## config.mk

```make
export PLATFORM = sky130hd
export DESIGN_NAME = mac_neuron
export DESIGN_NICKNAME = d
export VERILOG_FILES = /design/src/rtl/mac_pkg.sv /design/src/rtl/sat_add18.sv /design/src/rtl/mac_neuron.sv
export SDC_FILE = /design/constraint.sdc
export NUM_CORES = 1
export LEC_CHECK = 0
export ABC_AREA = 1
export CAP_MARGIN = 20
export CORE_AREA = 2 2 143 117
export CTS_CLUSTER_DIAMETER = 50
export CTS_CLUSTER_SIZE = 40
export DETAILED_ROUTE_END_ITERATION = 10
export DIE_AREA = 0 0 145 119
export GPL_ROUTABILITY_DRIVEN = 0
export PLACE_DENSITY = 0.6
export SLEW_MARGIN = 20
export SYNTH_ARGS = -nofsm -noshare
export SYNTH_HDL_FRONTEND = slang
export SYNTH_HIERARCHICAL = 1
export SYNTH_SLANG_ARGS = --single-unit
export TNS_END_PERCENT = 10
```

## constraint.sdc

```tcl
create_clock -name clk -period 2.1 [get_ports clk]
set_clock_uncertainty 0.05 [all_clocks]
set_input_delay 0.63 -clock clk [delete_from_list [all_inputs] [get_ports clk]]
set_output_delay 0.63 -clock clk [all_outputs]
set_load 0.005 [all_outputs]
```

## src/rtl/mac_pkg.sv

```systemverilog
// Shared widths, saturation limits and FSM state type for the MAC neuron.
package mac_pkg;

    localparam int ACC_W  = 18;
    localparam int MSB_W  = 6;
    localparam int LSB_W  = 12;
    localparam int PROD_W = 16;

    localparam logic signed [ACC_W-1:0] SAT_MAX = 18'sd131071;
    localparam logic signed [ACC_W-1:0] SAT_MIN = -18'sd131072;

    typedef enum logic [1:0] {
        ST_IDLE  = 2'd0,
        ST_ACCUM = 2'd1,
        ST_DONE  = 2'd2
    } state_t;

    function automatic logic signed [ACC_W-1:0] sext_prod(input logic signed [PROD_W-1:0] p);
        return {{(ACC_W-PROD_W){p[PROD_W-1]}}, p};
    endfunction

endpackage

```

## src/rtl/sat_add18.sv

```systemverilog
// Combinational 18-bit signed adder that clamps to the 18-bit range and flags the clamp.
module sat_add18
    import mac_pkg::*;
(
    input  logic signed [ACC_W-1:0] a_in,
    input  logic signed [ACC_W-1:0] b_in,
    output logic signed [ACC_W-1:0] sum_out,
    output logic                    ovf_out
);

    logic [ACC_W:0] wide;

    always_comb begin
        wide    = {a_in[ACC_W-1], a_in} + {b_in[ACC_W-1], b_in};
        ovf_out = wide[ACC_W] ^ wide[ACC_W-1];
        sum_out = wide[ACC_W-1:0];
        if (ovf_out) begin
            // The extra top bit is the true sign of the unclamped sum.
            sum_out = wide[ACC_W] ? SAT_MIN : SAT_MAX;
        end
    end

endmodule

```

## src/rtl/mac_neuron.sv

```systemverilog
// Multiply-accumulate neuron: bias plus N_TAPS signed products, saturated to 18 bits,
// presented as a split msb/lsb result with a one-cycle valid pulse.
module mac_neuron
    import mac_pkg::*;
#(
    parameter int N_TAPS = 4,
    parameter int DATA_W = 8
) (
    input  logic                     clk,
    input  logic                     rst,
    input  logic                     start,
    input  logic signed [ACC_W-1:0]  bias_in,
    input  logic                     in_valid,
    input  logic signed [DATA_W-1:0] x_in,
    input  logic signed [DATA_W-1:0] w_in,
    output logic                     in_ready,
    output logic [MSB_W-1:0]         dout_msb,
    output logic [LSB_W-1:0]         dout_lsb,
    output logic                     dout_valid,
    output logic                     sat,
    output logic                     busy
);

    localparam int CNT_W = 8;
    localparam logic [CNT_W-1:0] LAST_BEAT = CNT_W'(N_TAPS - 1);

    state_t                  state_q, state_d;
    logic signed [ACC_W-1:0] acc_q, acc_d;
    logic [CNT_W-1:0]        cnt_q, cnt_d;
    logic                    sat_int_q, sat_int_d;
    logic signed [ACC_W-1:0] res_q, res_d;
    logic                    sat_q, sat_d;

    logic signed [PROD_W-1:0] prod;
    logic signed [ACC_W-1:0]  prod_ext;
    logic signed [ACC_W-1:0]  sum;
    logic                     ovf;
    logic                     beat;

    assign prod     = x_in * w_in;
    assign prod_ext = sext_prod(prod);

    sat_add18 u_sat_add18 (
        .a_in    (acc_q),
        .b_in    (prod_ext),
        .sum_out (sum),
        .ovf_out (ovf)
    );

    assign in_ready   = (state_q == ST_ACCUM);
    assign busy       = (state_q != ST_IDLE);
    assign dout_valid = (state_q == ST_DONE);
    assign beat       = in_valid & in_ready;

    always_comb begin
        state_d   = state_q;
        acc_d     = acc_q;
        cnt_d     = cnt_q;
        sat_int_d = sat_int_q;
        res_d     = res_q;
        sat_d     = sat_q;
        case (state_q)
            ST_IDLE: begin
                if (start) begin
                    acc_d     = bias_in;
                    cnt_d     = '0;
                    sat_int_d = 1'b0;
                    state_d   = ST_ACCUM;
                end
            end
            ST_ACCUM: begin
                if (beat) begin
                    acc_d     = sum;
                    sat_int_d = sat_int_q | ovf;
                    if (cnt_q == LAST_BEAT) begin
                        // Final beat publishes directly from the adder so the result
                        // is visible in the cycle right after acceptance.
                        res_d   = sum;
                        sat_d   = sat_int_q | ovf;
                        state_d = ST_DONE;
                    end else begin
                        cnt_d = cnt_q + 1'b1;
                    end
                end
            end
            ST_DONE: begin
                state_d = ST_IDLE;
            end
            default: begin
                state_d = ST_IDLE;
            end
        endcase
    end

    always_ff @(posedge clk or posedge rst) begin
        if (rst) begin
            state_q   <= ST_IDLE;
            acc_q     <= '0;
            cnt_q     <= '0;
            sat_int_q <= 1'b0;
            res_q     <= '0;
            sat_q     <= 1'b0;
        end else begin
            state_q   <= state_d;
            acc_q     <= acc_d;
            cnt_q     <= cnt_d;
            sat_int_q <= sat_int_d;
            res_q     <= res_d;
            sat_q     <= sat_d;
        end
    end

    assign dout_msb = res_q[ACC_W-1:LSB_W];
    assign dout_lsb = res_q[LSB_W-1:0];
    assign sat      = sat_q;

endmodule

```

======== Yosys cells after proc, flatten, opt, wreduce, memory -nomap -nowiden ========
Index checks and enable logic that the tools add are counted.
operators by class
  divide/modulo/power cells ............... 0
  multiply operators ...................... 1
  shifts and indexed selects .............. 0
  equal/unequal tests ..................... 7
  add/sub/neg operators ................... 2
  mux-type cells .......................... 16
  reductions and logical operators ........ 7
  bitwise logic cells ..................... 3
  order comparisons ....................... 0
operators with widths
  operator                                                                  count
  18-bit two-way mux                                                        4
  18-bit case mux with 2 select lines                                       1
  8-bit two-way mux                                                         3
  18-bit by 16-bit adder with 19-bit output                                 1
  8-bit by 8-bit multiplier with 16-bit output                              1
  8-bit case mux with 2 select lines                                        1
  3-bit AND reduction                                                       3
  8-bit by 1-bit adder with 8-bit output (second input constant)            1
  8-bit by 2-bit equality test with 1-bit output (second input constant)    1
  2-bit two-way mux                                                         3
  2-bit by 1-bit inequality test with 1-bit output (second input constant)  2
  2-bit inequality test (second input constant)                             2
  2-bit case mux with 2 select lines                                        1
  4-bit AND reduction                                                       1
  2-bit nonzero test                                                        2
  2-bit by 1-bit equality test with 1-bit output (second input constant)    1
  2-bit equality test (second input constant)                               1
  2-bit logical NOT                                                         1
  1-bit two-way mux                                                         2
  1-bit case mux with 2 select lines                                        1
  1-bit bitwise AND                                                         1
  1-bit OR                                                                  1
  1-bit XOR                                                                 1
storage, ports and cells
  RAM bits ................................ 0
  ROM bits ................................ 0
  memories kept ........................... 0
  word-level logic and storage cells ...... 42
  latch bits .............................. 0
  input port bits ......................... 38
  register bits after elaboration ......... 48

======== Logic depth before layout (Yosys ltp) ========
  word-level depth ........................ 6
  depth in mapped cells ................... 37
  gate-level depth less buffers ........... 35

======== Hierarchy ========
The synthesis kept the hierarchy.
by module, submodules not included
  module      area each (µm²)  cells each  times used
  mac_neuron  4,954.8          668         1
  sat_add18   1,249.9          216         1

======== Least setup slack after synthesis ========
OpenSTA, ideal clock, no wires.
  path kind ............................... input to register
  start point ............................. input x_in[0]
  end point ............................... register acc_q[2]
  arrival time ............................ 5.802 ns
  stages .................................. 30
  path slack .............................. -3.834 ns
  cell sequence ........................... clkbuf_1 -> or2_2 -> fa_1 -> fa_1 -> inv_1 -> fa_1 -> inv_1 -> fa_1 -> inv_1 -> ha_1 -> nand2_1 -> o21ai_0 -> nand2_1 -> nand3_1 -> nand2_1 -> ha_1 -> nand2_1 -> inv_1 -> nand2_1 -> nand2_1 -> a21oi_2 -> nand2_2 -> nand2_2 -> nand2_2 -> nand2_4 -> buf_6 -> nand2_2 -> nand2_1 -> nand2_1 -> a31oi_1
on the way
  cells in the longest elaborated chain, start to end .. 6
  elaborated cells between the ends (all ways) .. 7
  those cells by class .................... 1 x add/sub; 1 x mul; 4 x mux; 1 x bitwise
ends and longest elaborated chain
  element                                          RTL line                          text
  from (decl)                                      mac_neuron.sv:14                  input logic signed [DATA_W-1:0] x_in,
  8-bit by 8-bit multiplier with 16-bit output *   mac_neuron.sv:40                  assign prod = x_in * w_in;
  named net prod[11]                               mac_neuron.sv:34                  logic signed [PROD_W-1:0] prod;
  18-bit by 16-bit adder with 19-bit output *      sat_add18.sv:14                   wide = {a_in[ACC_W-1], a_in} + {b_in[ACC_W-1], b_in};
  18-bit two-way mux or 1-bit XOR (tied branches)  sat_add18.sv:19, sat_add18.sv:15
  18-bit two-way mux *                             sat_add18.sv:17                   if (ovf_out) begin
  named net sum[2]                                 mac_neuron.sv:36                  logic signed [ACC_W-1:0] sum;
  18-bit two-way mux *                             mac_neuron.sv:72                  if (beat) begin
  18-bit case mux with 2 select lines *            mac_neuron.sv:62                  case (state_q)
  to (signal assigned)                             mac_neuron.sv:98                  acc_q <= '0;
  to (signal assigned)                             mac_neuron.sv:105                 acc_q <= acc_d;
  to (decl)                                        mac_neuron.sv:28                  logic signed [ACC_W-1:0] acc_q, acc_d;
Mark *: on every way through the listed nets, which the timed path passes. The rest lies on a longest branch. The select of a mux whose other input is x is not followed.
A chain may end at the register's enable or synchronous reset.

======== Worst setup path in the final report ========
  start point ............................. input x_in[7]
  end point ............................... register acc_q[15]
The elaborated chain is that of the path after synthesis.

==> flow_summary.yaml <==
logic_synthesis:
  async_flop_share_pct: 100
  yosysTopAreaCell: "dfrtp_1"
  ys_top_cells_by_area: "dfrtp_1 19%, fa_1 18%, nand2_1 18%"
  syn-cell-area_um2: 6200
  synth-edff-count: 0
  synth.avg_cell_area_um2: 7.02
  synth_common_cells: "293 x nand2_1, 176 x inv_1, 67 x nor2_1"
  synth_top_area_share_pct: 19.4
  ys_seq_area_share_pct: 19.4
  synthDistinctLibCells: 38
  yosysMostFrequentCell: "nand2_1"
  yosysWarnings: 6
  dominantRegCellSynth: "dfrtp_1"
  synthCells: 884
  synth-seq-cells: 48
  synth_fp_nets: 1026
critical_path:
  required_ps: 2260
  cp_slowest_stage_delay_ps: 560
  cp-start-kind: "input port"
  slowest_stage: "fa_2"
  worst-path-stages: 29
  crit_top_cell: "nand2_4"
  end_kind: "flip-flop"
  worst_r2r_path_depth: 12
  rr_startpoint: "acc_q[0]"
  worstSetupPathType: "input port to flip-flop"
  critPathBufInv: 7
  crit_start: "x_in[7]"
  worstPathArrival_ps: 5790
  crit_family: "adder cells"
  path_max_fanout: 7
detailed_routing:
  routed_wl_um: 17300
  ant_nets: 0
  dr_total_vias: 5980
  firstDrtPassIters: 5
  via_per_inst: 4.64
  drc: 0
  drt-initial-drc-count: 253
  wl_per_cell_um: 13.4
run:
  drv_cap: 0
timing:
  post-route-period-util_pct: 268
  slew_viol_final: 0
  worstMarginPinSlew_ps: 357
  hold_violations: 0
  rsz0062_at_grt: "true"
  fin_ws_ps: -3530
  post-route-min-period_ps: 5630
  setup_violations: 38
  fmax_ghz: 0.178
  max-slew-margin-rel_pct: 76.2
clocking:
  cts_tree: "built"
  holdBufCountCts: 0
  clock_sink_count: 48
  htree_levels: 2
  cts-root-buf: "clkbuf_16"
  clk_path_buf_depth: 2
  cts-buffers-inserted: 5
  clkTransAtPathRegs_ps: 60
  clock_latency_ps: 290
floorplanning:
  die_h_um: 119
  start_util_pct: 38.7
  ioPinCount: 60
  dieArea_um2: 17300
  num_rows: 42
  core-area_um2: 16000
  die_w_um: 145
grt:
  grt_max_degree: 49
  antenna_found_initial: 0
  grt_usage_pct: 20.2
  grt_pass1_wl_um: 28600
  grt_pass1_vias: 6019
  overflow: 0
outcome:
  violations: "negative setup slack"
  status: "finished with violations"
cells_and_area:
  fin_util_pct: 57.4
  num_antenna_cells: 0
  synthToLayoutAreaGrowth_pct: 48.3
  drive_above_1_share_pct: 35.0
  final_nets: 1212
  stdcell_count: 1290
  finish.instance_area_um2: 9200
placed_design:
  dp.cells: 1238
  postPlaceCellArea_um2: 8000
  dpl_worst_slack_ps: -4370
  portBuffers: 59
  dp_hpwl_um: 12800
hold_path:
  worstHoldPathCells: 2
  min_path_type: "flip-flop to flip-flop"
  min_from: "res_q[12]"
## state kept, by name, indices dropped and copies added, names as in the netlist
signal	count
acc_q	18
res_q	18
cnt_q	8
state_q	2
sat_int_q	1
sat	1
## cells in the final DEF, fill, tap and decap left out, drive strengths merged
master           n
nor2            70
and3             1
o211ai           1
o21ai           16
o21bai           4
dlygate4sd2      1
nand2          319
clkbuf           6
nand3           34
a21oi           20
and2             1
nand3b           3
or2              4
o31ai            1
nand4            6
buf            158
ha              48
nor4             1
clkdlybuf4s50   40
xnor2            9
nor3             5
dlymetal6s2s     2
fa              56
dfrtp           48
xor2            13
inv            179
a21o             4
a31oi           19
clkinv           1
## final cells by class
| cell class | instances | area, µm² |
|---|---|---|
| Timing Repair Buffer | 201 | 1770 |
| Tap cell | 220 | 275 |
| Sequential cell | 48 | 1200 |
| Clock inverter | 1 | 5.00 |
| Multi-Input combinational cell | 635 | 5130 |
| Fill cell | 1465 | 6830 |
| Inverter | 179 | 687 |
| Clock buffer | 6 | 129 |
## layer usage
layer / track usage (%) / routed length (µm)
met4: 2.29 / 139
met3: 2.95 / 633
met1: 31.0 / 8940
met2: 31.1 / 7630
met5: 0 / 0
## per-stage QoR
step	hold WS [ps]	setup TNS, ps
final	433	-130930
after global routing	453	-138970
after CTS	437	-127540
after detailed placement	418	-162600
after global placement	417	-161710
after floorplan	422	-126310
## timing repair
action	in CTS	in global routing
gates cloned	6	0
pin swaps	91	89
gates resized for setup	178	98
setup endpoints to repair	41	40
setup buffers	25	15
## cells by family after synthesis
| group | synth area share, % |
|---|---|
| DFF | 19.4 |
| and+or+nand+nor | 30.1 |
| buffers and inverters | 13.1 |
| adders and majority gates | 27.7 |
| AOI/OAI and AO/OA | 6.51 |
| xor gates and xnor gates | 3.11 |
## path summary, 6_finish.rpt
check	endpoint	slack [ps]
setup / recovery	acc_q[15]	-3530
hold / removal	res_q[12]	430
setup reg to reg	acc_q[15]	-320
hold reg to reg	res_q[12]	430
max in group asynchronous	state_q[1]	1130
min in group asynchronous	cnt_q[3]	640
## worst min-delay path, cell delays in order (launching register included)
cell and delay, ps:
dfrtp_1 340, nand2_1 50, nand2_1 50
Power is not shown: default switching activity piles up to over one toggle a cycle in this logic, so the estimate is an artifact.
